### config.mk
export PLATFORM = sky130hd
export DESIGN_NAME = mips_wb_stage
export DESIGN_NICKNAME = d
export VERILOG_FILES = /design/src/rtl/mips_pkg.sv /design/src/rtl/mips_load_align.sv /design/src/rtl/mips_wb_stage.sv
export SDC_FILE = /design/constraint.sdc
export NUM_CORES = 1
export LEC_CHECK = 0
export BUFFER_PORTS_ARGS = -buffer_cell sky130_fd_sc_hd__buf_2
export CAP_MARGIN = 20
export CORE_ASPECT_RATIO = 1.75
export CORE_MARGIN = 4
export CORE_UTILIZATION = 55
export DETAILED_ROUTE_END_ITERATION = 8
export GPL_TIMING_DRIVEN = 0
export PLACE_DENSITY = 0.87
export SKIP_LAST_GASP = 1
export SYNTH_ARGS = -nofsm -noshare
export SYNTH_HDL_FRONTEND = slang
export SYNTH_SLANG_ARGS = --single-unit
### constraint.sdc
create_clock -name clk -period 2.9 [get_ports clk]
set_input_delay 0.435 -clock clk [delete_from_list [all_inputs] [get_ports clk]]
set_output_delay 0.435 -clock clk [all_outputs]
set_load 0.02 [all_outputs]
### src/rtl/mips_pkg.sv
// Shared definitions for the MIPS pipeline: load-type encodings and register numbering.
package mips_pkg;

    // Register-number width and the hard-wired zero register.
    localparam int unsigned REG_W = 5;
    localparam logic [REG_W-1:0] R0 = '0;

    // Load-type encodings carried from decode down to write-back.
    typedef enum logic [2:0] {
        LD_LW  = 3'd0,
        LD_LH  = 3'd1,
        LD_LHU = 3'd2,
        LD_LB  = 3'd3,
        LD_LBU = 3'd4
    } ld_type_e;

endpackage

### src/rtl/mips_load_align.sv
// Little-endian load alignment: picks the addressed byte/halfword, extends it,
// and flags accesses whose address is not naturally aligned for the access size.
module mips_load_align
    import mips_pkg::*;
#(
    parameter int unsigned DW = 32
) (
    input  logic [DW-1:0] mem,
    input  logic [2:0]    ld_type,
    input  logic [1:0]    addr_lo,
    output logic [DW-1:0] aligned,
    output logic          misalign
);

    logic [7:0]  byte_sel;
    logic [15:0] half_sel;

    // Lane select: byte k lives in mem[8k+7:8k].
    always_comb begin
        byte_sel = mem[7:0];
        unique case (addr_lo)
            2'd0: byte_sel = mem[7:0];
            2'd1: byte_sel = mem[15:8];
            2'd2: byte_sel = mem[23:16];
            2'd3: byte_sel = mem[31:24];
            default: byte_sel = mem[7:0];
        endcase
        half_sel = addr_lo[1] ? mem[31:16] : mem[15:0];
    end

    // Extension by load type; reserved encodings return the full word like LW.
    always_comb begin
        aligned = mem;
        case (ld_type)
            LD_LB:   aligned = {{(DW-8){byte_sel[7]}}, byte_sel};
            LD_LBU:  aligned = {{(DW-8){1'b0}}, byte_sel};
            LD_LH:   aligned = {{(DW-16){half_sel[15]}}, half_sel};
            LD_LHU:  aligned = {{(DW-16){1'b0}}, half_sel};
            default: aligned = mem;
        endcase
    end

    // Alignment fault detection; only the defined word/halfword types can fault.
    always_comb begin
        misalign = 1'b0;
        case (ld_type)
            LD_LW:          misalign = (addr_lo != 2'd0);
            LD_LH, LD_LHU:  misalign = addr_lo[0];
            default:        misalign = 1'b0;
        endcase
    end

endmodule

### src/rtl/mips_wb_stage.sv
// MEM/WB stage: drives the register-file write port, arbitrates it between the
// pipeline and the mult/div unit, and tracks registers still owed by mult/div.
module mips_wb_stage
    import mips_pkg::*;
#(
    parameter int unsigned DW = 32,
    parameter int unsigned RW = REG_W
) (
    input  logic          clk,
    input  logic          clr,
    input  logic          m_valid,
    input  logic          m_wreg,
    input  logic          m_m2reg,
    input  logic [RW-1:0] m_rn,
    input  logic [DW-1:0] m_alu,
    input  logic [DW-1:0] m_mem,
    input  logic [2:0]    m_ld_type,
    input  logic [1:0]    m_addr_lo,
    input  logic          md_valid,
    input  logic [RW-1:0] md_rn,
    input  logic [DW-1:0] md_data,
    output logic          md_ready,
    input  logic          md_issue,
    input  logic [RW-1:0] md_issue_rn,
    input  logic [RW-1:0] d_rs,
    input  logic [RW-1:0] d_rt,
    input  logic [RW-1:0] d_rd,
    output logic          stall_req,
    output logic          md_busy,
    output logic [RW-1:0] wn,
    output logic [DW-1:0] d,
    output logic          we,
    output logic          ld_err
);

    localparam int unsigned NREG = 1 << RW;

    logic [DW-1:0]   aligned;
    logic            align_fault;
    logic            misalign;
    logic            p_wr;
    logic [NREG-1:0] pending_q, pending_d;

    mips_load_align #(
        .DW (DW)
    ) u_align (
        .mem      (m_mem),
        .ld_type  (m_ld_type),
        .addr_lo  (m_addr_lo),
        .aligned  (aligned),
        .misalign (align_fault)
    );

    // Port arbitration: pipeline first, mult/div only on a free cycle.
    always_comb begin
        misalign = m_valid & m_m2reg & align_fault;
        p_wr     = m_valid & m_wreg & (m_rn != R0[RW-1:0]) & ~misalign;
        md_ready = md_valid & ~p_wr;
    end

    // Scoreboard next state: retire clears, issue sets and wins on a collision.
    always_comb begin
        pending_d = pending_q;
        if (md_ready) begin
            pending_d[md_rn] = 1'b0;
        end
        if (md_issue && (md_issue_rn != R0[RW-1:0])) begin
            pending_d[md_issue_rn] = 1'b1;
        end
        pending_d[0] = 1'b0;
    end

    // Decode hazard view of the scoreboard (RAW on rs/rt, WAW on rd).
    always_comb begin
        stall_req = ((d_rs != R0[RW-1:0]) & pending_q[d_rs]) |
                    ((d_rt != R0[RW-1:0]) & pending_q[d_rt]) |
                    ((d_rd != R0[RW-1:0]) & pending_q[d_rd]);
        md_busy   = |pending_q;
    end

    // Write-port register and scoreboard state; an r0 mult/div result is accepted but dropped.
    always_ff @(posedge clk) begin
        if (clr) begin
            we        <= 1'b0;
            wn        <= '0;
            d         <= '0;
            ld_err    <= 1'b0;
            pending_q <= '0;
        end else begin
            ld_err    <= misalign;
            pending_q <= pending_d;
            if (p_wr) begin
                we <= 1'b1;
                wn <= m_rn;
                d  <= m_m2reg ? aligned : m_alu;
            end else if (md_ready && (md_rn != R0[RW-1:0])) begin
                we <= 1'b1;
                wn <= md_rn;
                d  <= md_data;
            end else begin
                we <= 1'b0;
            end
        end
    end

endmodule

==> results of run 1 <==
## cells in the mapped netlist, drive strengths merged, types with 6 or more instances
| library cell | n |
|---|---|
| mux2i | 24 |
| nand4 | 14 |
| o21ai | 22 |
| a22oi | 7 |
| nor4 | 7 |
| inv | 19 |
| nor2b | 7 |
| clkbuf | 33 |
| a221oi | 25 |
| a311oi | 7 |
| nor3 | 7 |
| o211ai | 13 |
| nand2 | 84 |
| a31oi | 7 |
| nand3 | 13 |
| o2bb2ai | 25 |
| mux4 | 21 |
| dfxtp | 70 |
| o22ai | 7 |
| and2 | 6 |
| nor2 | 29 |
| and3 | 6 |
| buf | 20 |
| a21oi | 55 |
| o221ai | 8 |
| mux2 | 9 |
## layout by cell type, fill, tap and decap left out, drive strengths merged, types with 8 or more instances in the layout
master   synthesis  layout
nand3           13      13
o21ai           22      22
dfxtp           70      70
mux2i           24      24
mux4            21      21
mux2             9       9
nand4           14      14
a21oi           55      55
buf             20     187
nand2           84      84
a221oi          25      25
o2bb2ai         25      25
nor2            29      29
o221ai           8       8
inv             19      19
o211ai          13      13
clkbuf          33      42
## cells by family after synthesis
logic type	synth area share
AND/OR/NAND/NOR	0.189
multiplexers	0.162
AO/OA/AOI/OAI	0.306
XOR/XNOR	0.00347
buffers and inverters	0.0623
flip-flops	0.278
## state kept, by name, summed over array words and instances, names as in the netlist
| name | flops |
|---|---|
| ld_err | 1 |
| d | 32 |
| pending_q | 31 |
| wn | 5 |
| we | 1 |
## cell type report
type / count / area [sq um] / share of cell area
Buffer: 53 / 239 / 0.0377
Clock buffer: 9 / 225 / 0.0355
Sequential cell: 70 / 1400 / 0.221
Tap cell: 120 / 150 / 0.0237
Timing Repair Buffer: 167 / 836 / 0.132
Clock inverter: 6 / 87.6 / 0.0138
Inverter: 20 / 75.1 / 0.0118
Multi-Input combinational cell: 462 / 3330 / 0.525
## power breakdown
part | internal (W) | total, W | switching, W
logic | 0.000302 | 0.000780 | 0.000478
registers | 0.00102 | 0.00107 | 0.0000455
clock network | 0.000748 | 0.00119 | 0.000443
## per-layer routing
metal  vias up  wire length, microns
li1       2706                     -
met1      2843                  6520
met2       488                 10600
met3       152                  1780
met4         0                  2070
met5         -                     0
## path summary, 6_finish.rpt
path                                  start       end  slack (ns)  cells after the start
worst max-delay path                m_rn[2]  md_ready        0.09                      8
worst min-delay path            md_data[26]     d[26]        0.35                      3
worst max register to register        d[13]     d[13]        1.94                      3
worst min register to register        d[10]     d[10]        0.50                      2
## tightest hold or removal path: stages
cell,delay (ns)
buf_2,0.10
nand2_1,0.04
a221oi_1,0.06
## through the flow
step	hold slack [ns]	cell area [sq um]
after global placement	0.472	6030
after global routing	0.362	6340
after CTS	0.348	6340
after floorplan	0.475	5040
final	0.349	6340
after detailed placement	0.489	6030
==> summary by stage, run 1 <==
Power
The cell leakage power is around 2.7 nW. The completed layout was analyzed and its total power is ~0.0030 W. The cell area power density is ~480 nW/um^2.

VDD sags by at most 0.000338 V.

Timing
The headroom to the max-slew limit is 0.208. The final total negative setup slack is 0 ns. The worst-case setup margin in the final layout is 0.0928 ns. The setup clock skew after layout is 0 ns. The number of hold violations in the final report is 0. Setup violations remaining at the end of the flow were counted as 0. The routed design could run at a clock period as short as between 2 and 3 ns. The timing-limited maximum frequency is 356 MHz. The share of the clock period used by the worst path is 0.968.

The actual slew at the worst max-slew pin is around 1.2 ns. Setup repair after global routing left no endpoint under its margin. The max-slew violation count is 0.

Global route
The first-pass GRT wire length is approximately 32000 microns. The largest net degree at the start of global routing is 13. For this run, the total global-route usage over all layers was measured as 0.391. The via count of the first global-routing pass was 6230. The busiest layer in global routing is met2. The global-route track usage on met3 is 0.0928.

The met1 capacity usage during global routing is 0.388. The number of antenna violations at the first check in global routing came to 0. The global-route met2 utilization is 0.674. The total overflow left after global routing is 0.

Critical path
In this design, the stage delay of the slowest critical-path cell is between 0.5 and 0.6 ns. The cell with the largest stage delay on the worst path is or4_4. The worst endpoint data arrival time is between 2 and 2.5 ns. The data required time of the critical path is between 2 and 2.5 ns. The top fanout value on the critical path is 10. The kind of cell adding the most delay to the critical path is simple AND/OR/NAND/NOR gates. The critical setup path kind is in -> out. The sort of element at the start of the critical path is an input port. STA classifies the critical path endpoint as an output pin. Walking the worst path, the cells encountered are buf_2 -> or4_4 -> o211ai_2 -> nor2_1 -> buf_2 -> clkbuf_1 -> nor2_1 -> buf_2.

The most common cell type on the critical path is buf_2. The number of buffers and inverters on the critical path is 4.

Final layout
The ratio of cells with drive above 1 in the final layout is 0.307. The count of cells in the finished layout, fillers not included, comes to slightly above 900. At the end of the flow, the number of nets in the layout was just over 900. The layout has between 700 and 800 filler cells. The fraction of the core area covered by cells at the end of the flow is 0.702. The area growth from synthesis to layout is 25.8%. The repair_antennas step left the layout with diodes totalling 0.

Route
The starting DRC count in detailed routing is 513. For this block, the routed nets add up to approximately 21000 microns of wire. In the final routed layout, each cell accounts on average for approximately 23 microns. The antenna violation net count after detailed routing is 0. The number of vias per cell is 6.82. The detailed router placed around 6200 vias in this run. The first detailed-routing pass took 6 iterations. For this run, design rule violations remaining after detail routing come to 0.

Clock tree
The clock reaches the later pin of the worst-skew pair after between 0.3 and 0.4 ns. After clock tree synthesis, the clock-pin slew on the worst setup and hold paths is approximately 0.060 ns. The tree is rooted in a clkbuf_16. The clock tree buffer depth is 2. Post-CTS timing repair inserted 0 buffers for setup. Post-CTS repair changed the size of 0 cells.

The tree built by TritonCTS fans out to 70 sinks. The clock tree from TritonCTS is yes. The maximum level of the CTS H-tree is 3. The number of buffers inserted during clock tree synthesis is 9. For this design, the CTS-stage hold fixing added 0 buffers.

Floorplan
Measured along the y axis, the die boundary spans between 100 and 150 microns. The total area inside the core boundary comes to roughly 9000 sq um. In this run the core area contains 46 standard-cell rows. The number of primary I/O pins is 180.

The width of the die is roughly 80 microns. The initial cell density of the core is 0.558. The area of the die is about 11000 sq um.

Synthesis
The warning count from the yosys run is 0. The synthesized design contains 70 register bits. The part of the Yosys area used for sequential elements is 0.278.

The post-synthesis cell area is between 5000 and 6000 sq um. In the synthesized netlist the async set-or-reset flop fraction comes to 0. The most used flip-flop cell after synthesis is dfxtp_1.

The gate count of the mapped netlist is 605. The number of synthesized flops with an enable pin is 0. The mean instance size in the synthesized netlist is ~8.3 sq um. The net count after synthesis is 743. The count of cell types in the netlist is 66.

The top-area cell type share of the netlist area is 0.278. The largest total area in the synthesized netlist belongs to dfxtp_1. By area the synthesized netlist is led by dfxtp_1 28%, mux4_2 9.4%, nand2_1 6.3%, a21oi_1 5.5%, mux2i_1 4.8%.

Run status
The flow ran to the end, and the final reports show no timing, DRC or antenna violations.

Placed design
Input and output buffers added on the ports amount to 167. At the placement stage, the worst setup path has a slack of ~0.15 ns. Counting tap cells, the placed design contains a total of 892 instances. The half-perimeter wire length after placement is between 15000 and 20000 microns. Routability-driven placement finished with a final weighted congestion of slightly above 1.

Job
The count of max-cap constraint violations is 0.

Worst hold path
The path class of the tightest hold or removal check is in -> reg.
(Power assumes the default switching activity.)
==> run 2: changes to the inputs <==
--- a/config.mk
+++ b/config.mk
@@ -11,7 +11,6 @@
 export CORE_MARGIN = 4
 export CORE_UTILIZATION = 55
 export DETAILED_ROUTE_END_ITERATION = 8
-export GPL_TIMING_DRIVEN = 0
 export PLACE_DENSITY = 0.87
 export SKIP_LAST_GASP = 1
 export SYNTH_ARGS = -nofsm -noshare
==> run 2 against run 1 <==
Combinational power shrank 4.5%. Sequential share of layout area rose by 0.27 points. Global-route usage down 5.8 points. Count of clock-buffer cells in the layout did not move. Die area did not move. Clock power is 7% lower.
==> summary by stage, run 2 (synthesis results as in run 1) <==
Run status
The flow ran to the end, and the final reports show no timing, DRC or antenna violations.

Power
The sequential power share is 0.366. Internal power comes to 0.00199 W. The cell leakage power is roughly 2.7 nW.

The relative contribution of the clock network to total power is 0.379. The share of total power dissipated in combinational logic is 0.255. Dividing total power by cell area gives a power density of about 470 nW/um^2.

For this design the total switching power over the nets is 0.000931 W. The worst supply voltage drop on vdd is 0.000391 V. The overall power of the completed layout is between 0.002 and 0.003 W. Of the total power, the share spent switching nets is 0.319.

Timing
The worst-case setup margin in the final layout is 0.490 ns. The number of hold violations in the final report is 0. The timing-limited maximum frequency is around 410 MHz. Setup total negative slack on the finished layout was measured at 0 ns. Setup repair after global routing left no endpoint under its margin. The final critical delay including setup and external delays is approximately 2.4 ns. The max-slew violation count is 0.

The setup clock skew after layout is 0 ns. The headroom to the max-slew limit is 0.440. The actual slew at the worst max-slew pin is 0.834 ns.

The final-report setup violation count is 0. In the finished design, the share of the clock period the worst path needs comes to 0.831.

Critical path
The worst endpoint data arrival time is 1.98 ns. The critical path goes through buf_2 -> mux4_2 -> mux2_2 -> a31oi_1 -> nand4_1 -> buf_2. The origin of the critical flop-to-flop path is d[13].

The longest individual stage delay on the worst path is 0.54 ns. The endpoint identified for the worst register-to-register timing path is d[13]. The critical setup path kind is in -> out.

Data on the critical path is required at its endpoint by roughly 2.5 ns. The endpoint kind of the worst setup timing path is an output pin. The cell with the largest stage delay on the worst path is mux4_2.

The most common cell type on the critical path is buf_2. The top fanout value on the critical path is 9. The setup slack on the worst flop-to-flop path is approximately 2.0 ns. The depth of the worst register-to-register path is 3. The worst setup path is launched from an input port.

Placed design
The post-placement cell count is roughly 860. The routability congestion estimate is between 1 and 1.5. The quantity of I/O buffers inserted on ports is 179.

At the placement stage, the worst setup path has a slack of between 0.4 and 0.5 ns. Once placement finished, the instance area stood at about 6000 sq um. The HPWL after detailed placement is roughly 14000 microns.

Worst hold path
The worst min-delay path endpoint is d[30]. The worst hold path begins at md_data[30]. The worst hold path belongs to the class in -> reg. The worst hold path depth is 3.

Clock tree
After clock tree synthesis, the clock-pin slew on the worst setup and hold paths is 0.06 ns. The root buffer cell chosen for the clock tree is clkbuf_16. The clock tree buffer depth is 2. The number of hold buffers added after CTS was 0.

Buffers added to address setup during post-CTS repair amount to 0. The clock network latency to the later pin of the worst-skew pair is between 0.3 and 0.4 ns. TritonCTS built the clock tree. Counting the buffers created by CTS gives 9.

The number of clock sinks seen by CTS is 70. The post-cts sizing count is 0. CTS built an H-tree with a depth of 3.

Route
The first-pass detailed-route iteration total is 5. In the routed design, unresolved DRC markers number 0. The number of vias per cell is 6.70. The total wirelength of the detailed-routed design is 18200 microns. The routed layout has about 5900 vias. The starting DRC count in detailed routing is slightly below 500. The antenna violation net count after detailed routing is 0. The average routed wire per standard cell is approximately 21 microns.

Final layout
0 antenna diodes ended up in the layout. The flip-flop count of the largest register after layout is 32. In the final design database the tool counted between 800 and 900 nets. In the layout the commonest cells are 179 x buf_2, 84 x nand2_1, 70 x dfxtp_1.

In the final layout, the share of cells above drive strength 1 is 0.330. The area added between synthesis and finish is 24.2%. The filler-free cell count of the finished design is ~900. The largest register by flop count is d. The library cell used most frequently in the layout, excluding fill and tap cells, is buf_2.

After routing the design area is between 6000 and 7000 sq um. The largest registers in the layout are d x32, pending_q x31, wn x5.

Global route
The overall routing resource usage is 0.333. The total grt overflow is 0. The number of antenna violations at the first check in global routing is 0. The largest net degree at the start of global routing is 41. The first global-routing pass estimated roughly 28000 microns of wire. The via count of the first global-routing pass was approximately 5700.

Floorplan
The initial utilization of the core area, before any placement, comes to 0.558. The width of the die is around 80 microns. The floorplan step defined a core boundary enclosing ~9000 sq um. In this run the core area contains 46 standard-cell rows.

The y dimension of the die is 135 microns. 180 I/O pins were placed. The area of the die is 10800 sq um.

Job
The count of max-cap constraint violations is 0.
[run 2: cell types whose count changed in the layout (fill, tap and decap cells not counted), sizes merged]
cell and change:
clkbuf -33, clkinv -1, bufinv -1, buf +3, clkinvlp +3
[run 2: worst max path at each step]
stage / from / end / cells past startpoint
after floorplan: d_rt[2] / stall_req / 6
after global placement: d_rs[0] / stall_req / 6
after detailed placement: d_rs[0] / stall_req / 6
after CTS: d_rs[0] / stall_req / 6
after global routing: d_rs[0] / stall_req / 6
final: d_rs[0] / stall_req / 6
[run 2: power by group through the flow]
stage | combinational (W) | sequential [W] | clock, W
floorplan | 0.000399 | 0.00113 | 0
global placement | 0.000714 | 0.00108 | 0
detailed placement | 0.000731 | 0.00108 | 0
CTS | 0.000735 | 0.00106 | 0.00112
global route | 0.000798 | 0.00107 | 0.00115
finish | 0.000745 | 0.00107 | 0.00111
[run 2: per-stage QoR]
step                hold WS [ns]  utilization
floorplan                  0.475            -
global placement           0.472        0.660
detailed placement         0.484        0.660
CTS                        0.344        0.693
global route               0.360        0.693
finish                     0.351        0.693
[run 2: worst max-delay path, delay by kind of cell]
kind,cells,cell delay [ns]
AND/OR/NAND/NOR,1,0.10
buffers and inverters,2,0.42
AO/OA/AOI/OAI,1,0.17
multiplexers,2,0.84
[run 2: routing by layer]
| metal | vias to the layer above | part of all wire | GRT usage |
|---|---|---|---|
| met1 | 2716 | 0.34 | 0.354 |
| met5 | - | 0 | 0 |
| met3 | 115 | 0.080 | 0.0567 |
| li1 | 2647 | - | - |
| met2 | 408 | 0.51 | 0.576 |
| met4 | 0 | 0.078 | 0.247 |
[run 2: layout make-up]
| type | instances | area (sq um) |
|---|---|---|
| Clock buffer | 9 | 225 |
| Clock inverter | 7 | 75.1 |
| Fill cell | 743 | 2770 |
| Inverter | 20 | 75.1 |
| Multi-Input combinational cell | 462 | 3350 |
| Sequential cell | 70 | 1400 |
| Tap cell | 120 | 150 |
| Timing Repair Buffer | 190 | 991 |
==> run 3: changes to the inputs <==
--- a/config.mk
+++ b/config.mk
@@ -9,9 +9,9 @@
 export CAP_MARGIN = 20
 export CORE_ASPECT_RATIO = 1.75
 export CORE_MARGIN = 4
-export CORE_UTILIZATION = 55
+export CORE_UTILIZATION = 46
 export DETAILED_ROUTE_END_ITERATION = 8
-export PLACE_DENSITY = 0.87
+export PLACE_DENSITY = 0.78
 export SKIP_LAST_GASP = 1
 export SYNTH_ARGS = -nofsm -noshare
 export SYNTH_HDL_FRONTEND = slang
==> constraint.sdc (replaced) <==
create_clock -name clk -period 2.1 [get_ports clk]
set_input_delay 0.315 -clock clk [delete_from_list [all_inputs] [get_ports clk]]
set_output_delay 0.315 -clock clk [all_outputs]
set_load 0.02 [all_outputs]
==> run 3 against run 2 <==
The run now ends with negative setup slack left. Cell count increased by 4.7%. Non-clock buffer count up 31. Flip-flop and latch count stayed put. First-iteration DRC count down 4.6%. Sequential power increased by 37%. Via count is 2.0% higher. Combinational power increased by 48%. Highest routed layer unchanged.
==> summary by stage, run 3 (synthesis results as in run 1) <==
Run status
The flow ran to the end, but the final reports show violations. The checks that failed: negative setup slack.

Worst hold path
The min-delay analysis places its worst path in the category in -> reg. The startpoint of the tightest hold check path is md_data[24]. Counting instances, the worst hold path has a depth of 3. For hold timing, the worst endpoint is d[24].

Global route
The global-route track usage on met3 is 0.0474. For met2 alone, demand over resource in global routing was 0.539. The number of antenna violations at the first check in global routing is 0.

The via count of the first global-routing pass came to between 6000 and 7000. The first global-routing pass estimated just over 30000 microns of wire. The met1 capacity usage during global routing is 0.307.

After global routing, the most crowded layer is met2. After global routing the overflow that remains totals 0. The overall routing resource usage is 0.299.

Entering global routing, the biggest net connects 39 pins.

Critical path
Among cell families on the critical path, the largest total delay comes from multiplexers. The cell with the largest stage delay on the worst path is mux4_2. STA classifies the critical path startpoint as a flip-flop. The most common cell type on the critical path is nand4_1.

The worst register-to-register path has a depth of 3. The startpoint identified for the worst register-to-register timing path is d[13]. Counting both buffers and inverters, the worst setup path holds a total of 1.

Of all nets on the critical path, the largest fanout is 5. For the worst setup path, the data required time is around 1.8 ns. The worst setup path is captured at an output pin. The endpoint identified for the worst register-to-register timing path is d[13]. In this design, the stage delay of the slowest critical-path cell is approximately 0.5 ns. The critical path in this run is classified as reg -> out. The critical path goes through mux4_2 -> nand4b_1 -> nand4_1 -> a211oi_2 -> nand4_1 -> buf_4.

The worst endpoint data arrival time is roughly 1.9 ns. The setup slack on the worst flop-to-flop path is 1.21 ns.

Floorplan
The width of the die is approximately 87 microns. The number of placement rows is 50. The area of the die is about 13000 sq um.

Pin placement for this block handled between 150 and 200 I/O pins. After floorplanning, the core was sized to cover 10700 sq um. The initial cell density of the core is 0.471.

The die is roughly 150 microns tall.

Final layout
The area of combinational cells with multiple inputs is around 3400 sq um. The sequential cell area is 1420 sq um. The flip-flop count of the largest register after layout is 32. The largest registers in the layout are d x32, pending_q x31, wn x5. The number of antenna diodes is 0. Leaving out fill and tap cells, the most frequent cell in the layout is buf_2. Measured on the finished design, the core utilization comes to 0.616. From synthesis to final layout, the design area changed by 30.6%. The ratio of cells with drive above 1 in the final layout is 0.375. Leaving out fill and tap cells, the most frequent cells in the layout are 177 x buf_2, 84 x nand2_1, 57 x dfxtp_1. The number of nets in the layout is between 900 and 1000. The filler cell count in the final layout is ~930.

d holds more flip-flops than any other register.

Route
The total wirelength of the detailed-routed design is about 19000 microns. The number of vias per cell is roughly 6.5. In the routed design, unresolved DRC markers number 0.

The detail route stage leaves a number of antenna-violating nets equal to 0. The average routed wire per standard cell is ~21 microns. After the first detailed-routing iteration, the DRC count stood at about 470. The pre-antenna-repair detailed-routing pass consisted of 5 iterations. Summing over every cut layer, the via total after detailed routing is around 6000.

Timing
The timing-limited maximum frequency is 456 MHz. Counting I/O delays and the setup requirement, the final critical path takes between 2 and 2.5 ns. The final total negative setup slack is -0.0914 ns. The actual slew at the worst max-slew pin is 0.670 ns. The share of the clock period used by the worst path is 1.04.

Setup repair after global routing could not meet its margin everywhere. The max-slew violation count is 0. The setup clock skew after layout is 0 ns. The worst-case setup margin in the final layout is -0.0914 ns.

The headroom to the max-slew limit is 0.550. The number of hold violations in the final report is 0. The final-report setup violation count is 1.

Clock tree
The buffer type at the clock tree root is clkbuf_16. In this run, CTS created clock tree buffers numbering 9. The register clock-pin slew on the reported worst setup and hold paths is 0.06 ns. The clock tree from TritonCTS is yes. The maximum level of the CTS H-tree is 3.

The number of clock sinks seen by CTS is 70. The clock network latency to the later pin of the worst-skew pair is 0.33 ns. The clock passes through at most 2 buffers. The quantity of hold-fixing buffers added after cts is 0.

Power
For this design the static power due to leakage is ~2.9 nW. Across the VDD grid, the largest voltage drop is 0.000479 V. In this run the power density over the cells is between 600 and 700 nW/um^2.

Placed design
At the end of routability-driven placement, the weighted congestion stood at between 1 and 1.5. The half-perimeter wire length after placement is between 15000 and 20000 microns. During placement, the flow inserted port buffers numbering between 150 and 200.

Job
The tool flagged a number of max-cap violations equal to 0.
run 3: cell count changes in the layout (fill, tap and decap cells not counted), moves of 2 or more:
| cell | change |
|---|---|
| buf_12 | +2 |
| buf_2 | -2 |
| buf_4 | +31 |
| clkinv_4 | -2 |
| clkinvlp_4 | -2 |
| dfxtp_1 | -13 |
| dfxtp_2 | +12 |
run 3: where the power goes:
group          switching, W  internal [W]  total [W]  leakage, nW
clock network      0.000590       0.00108    0.00166        0.156
registers         0.0000611       0.00141    0.00147        0.581
logic              0.000632      0.000463    0.00110         2.15
run 3: routing by layer:
layer  vias up  part of all wire  routed length [microns]
met1      2844              0.34                     6490
li1       2708                 -                        -
met5         -                 0                        0
met3        91             0.070                     1350
met2       362              0.53                    10200
met4         0             0.065                     1250
run 3: tightest hold or removal path: cells and delay by family:
| family | cells | cell delay [ns] |
|---|---|---|
| and+or+nand+nor | 1 | 0.05 |
| AOI/OAI and AO/OA | 1 | 0.06 |
| buffers and inverters | 1 | 0.09 |
run 3: what timing repair did:
action | in CTS | in global routing
cloned | 0 | 0
endpoints found under the hold margin | 0 | 0
pin swaps | 1 | 3
resized for setup | 14 | 6
buffers inserted | 0 | 2
setup endpoints to repair | 1 | 3
run 3: per-stage QoR:
stage | setup WS, ns | std cells | total power (W) | instance area (sq um) | hold slack [ns]
after floorplan | 0.0257 | 605 | 0.00211 | 5040 | 0.461
after detailed placement | -0.0604 | 902 | 0.00257 | 6210 | 0.478
after global placement | -0.0148 | 902 | 0.00254 | 6210 | 0.474
final | -0.0914 | 919 | 0.00423 | 6590 | 0.242
after CTS | -0.0613 | 918 | 0.00423 | 6560 | 0.234
after global routing | -0.141 | 919 | 0.00440 | 6590 | 0.248
run 3: how the worst max path moves through the flow:
stage,slack (ns),cells after the start,from,to
floorplan,0.03,6,d_rt[0],stall_req
global route,-0.14,6,pending_q[31],stall_req
finish,-0.09,6,pending_q[11],stall_req
CTS,-0.06,6,pending_q[10],stall_req
global placement,-0.01,6,m_rn[2],pending_q[30]
detailed placement,-0.06,7,m_rn[2],d[6]
run 3: final cells by class:
cell class,instances,share of cell area
clock inverter,5,0.0123
inverter,20,0.0114
multi-input combinational,462,0.509
timing repair buffer,221,0.190
sequential,70,0.216
clock buffer,11,0.0368
tap,130,0.0247
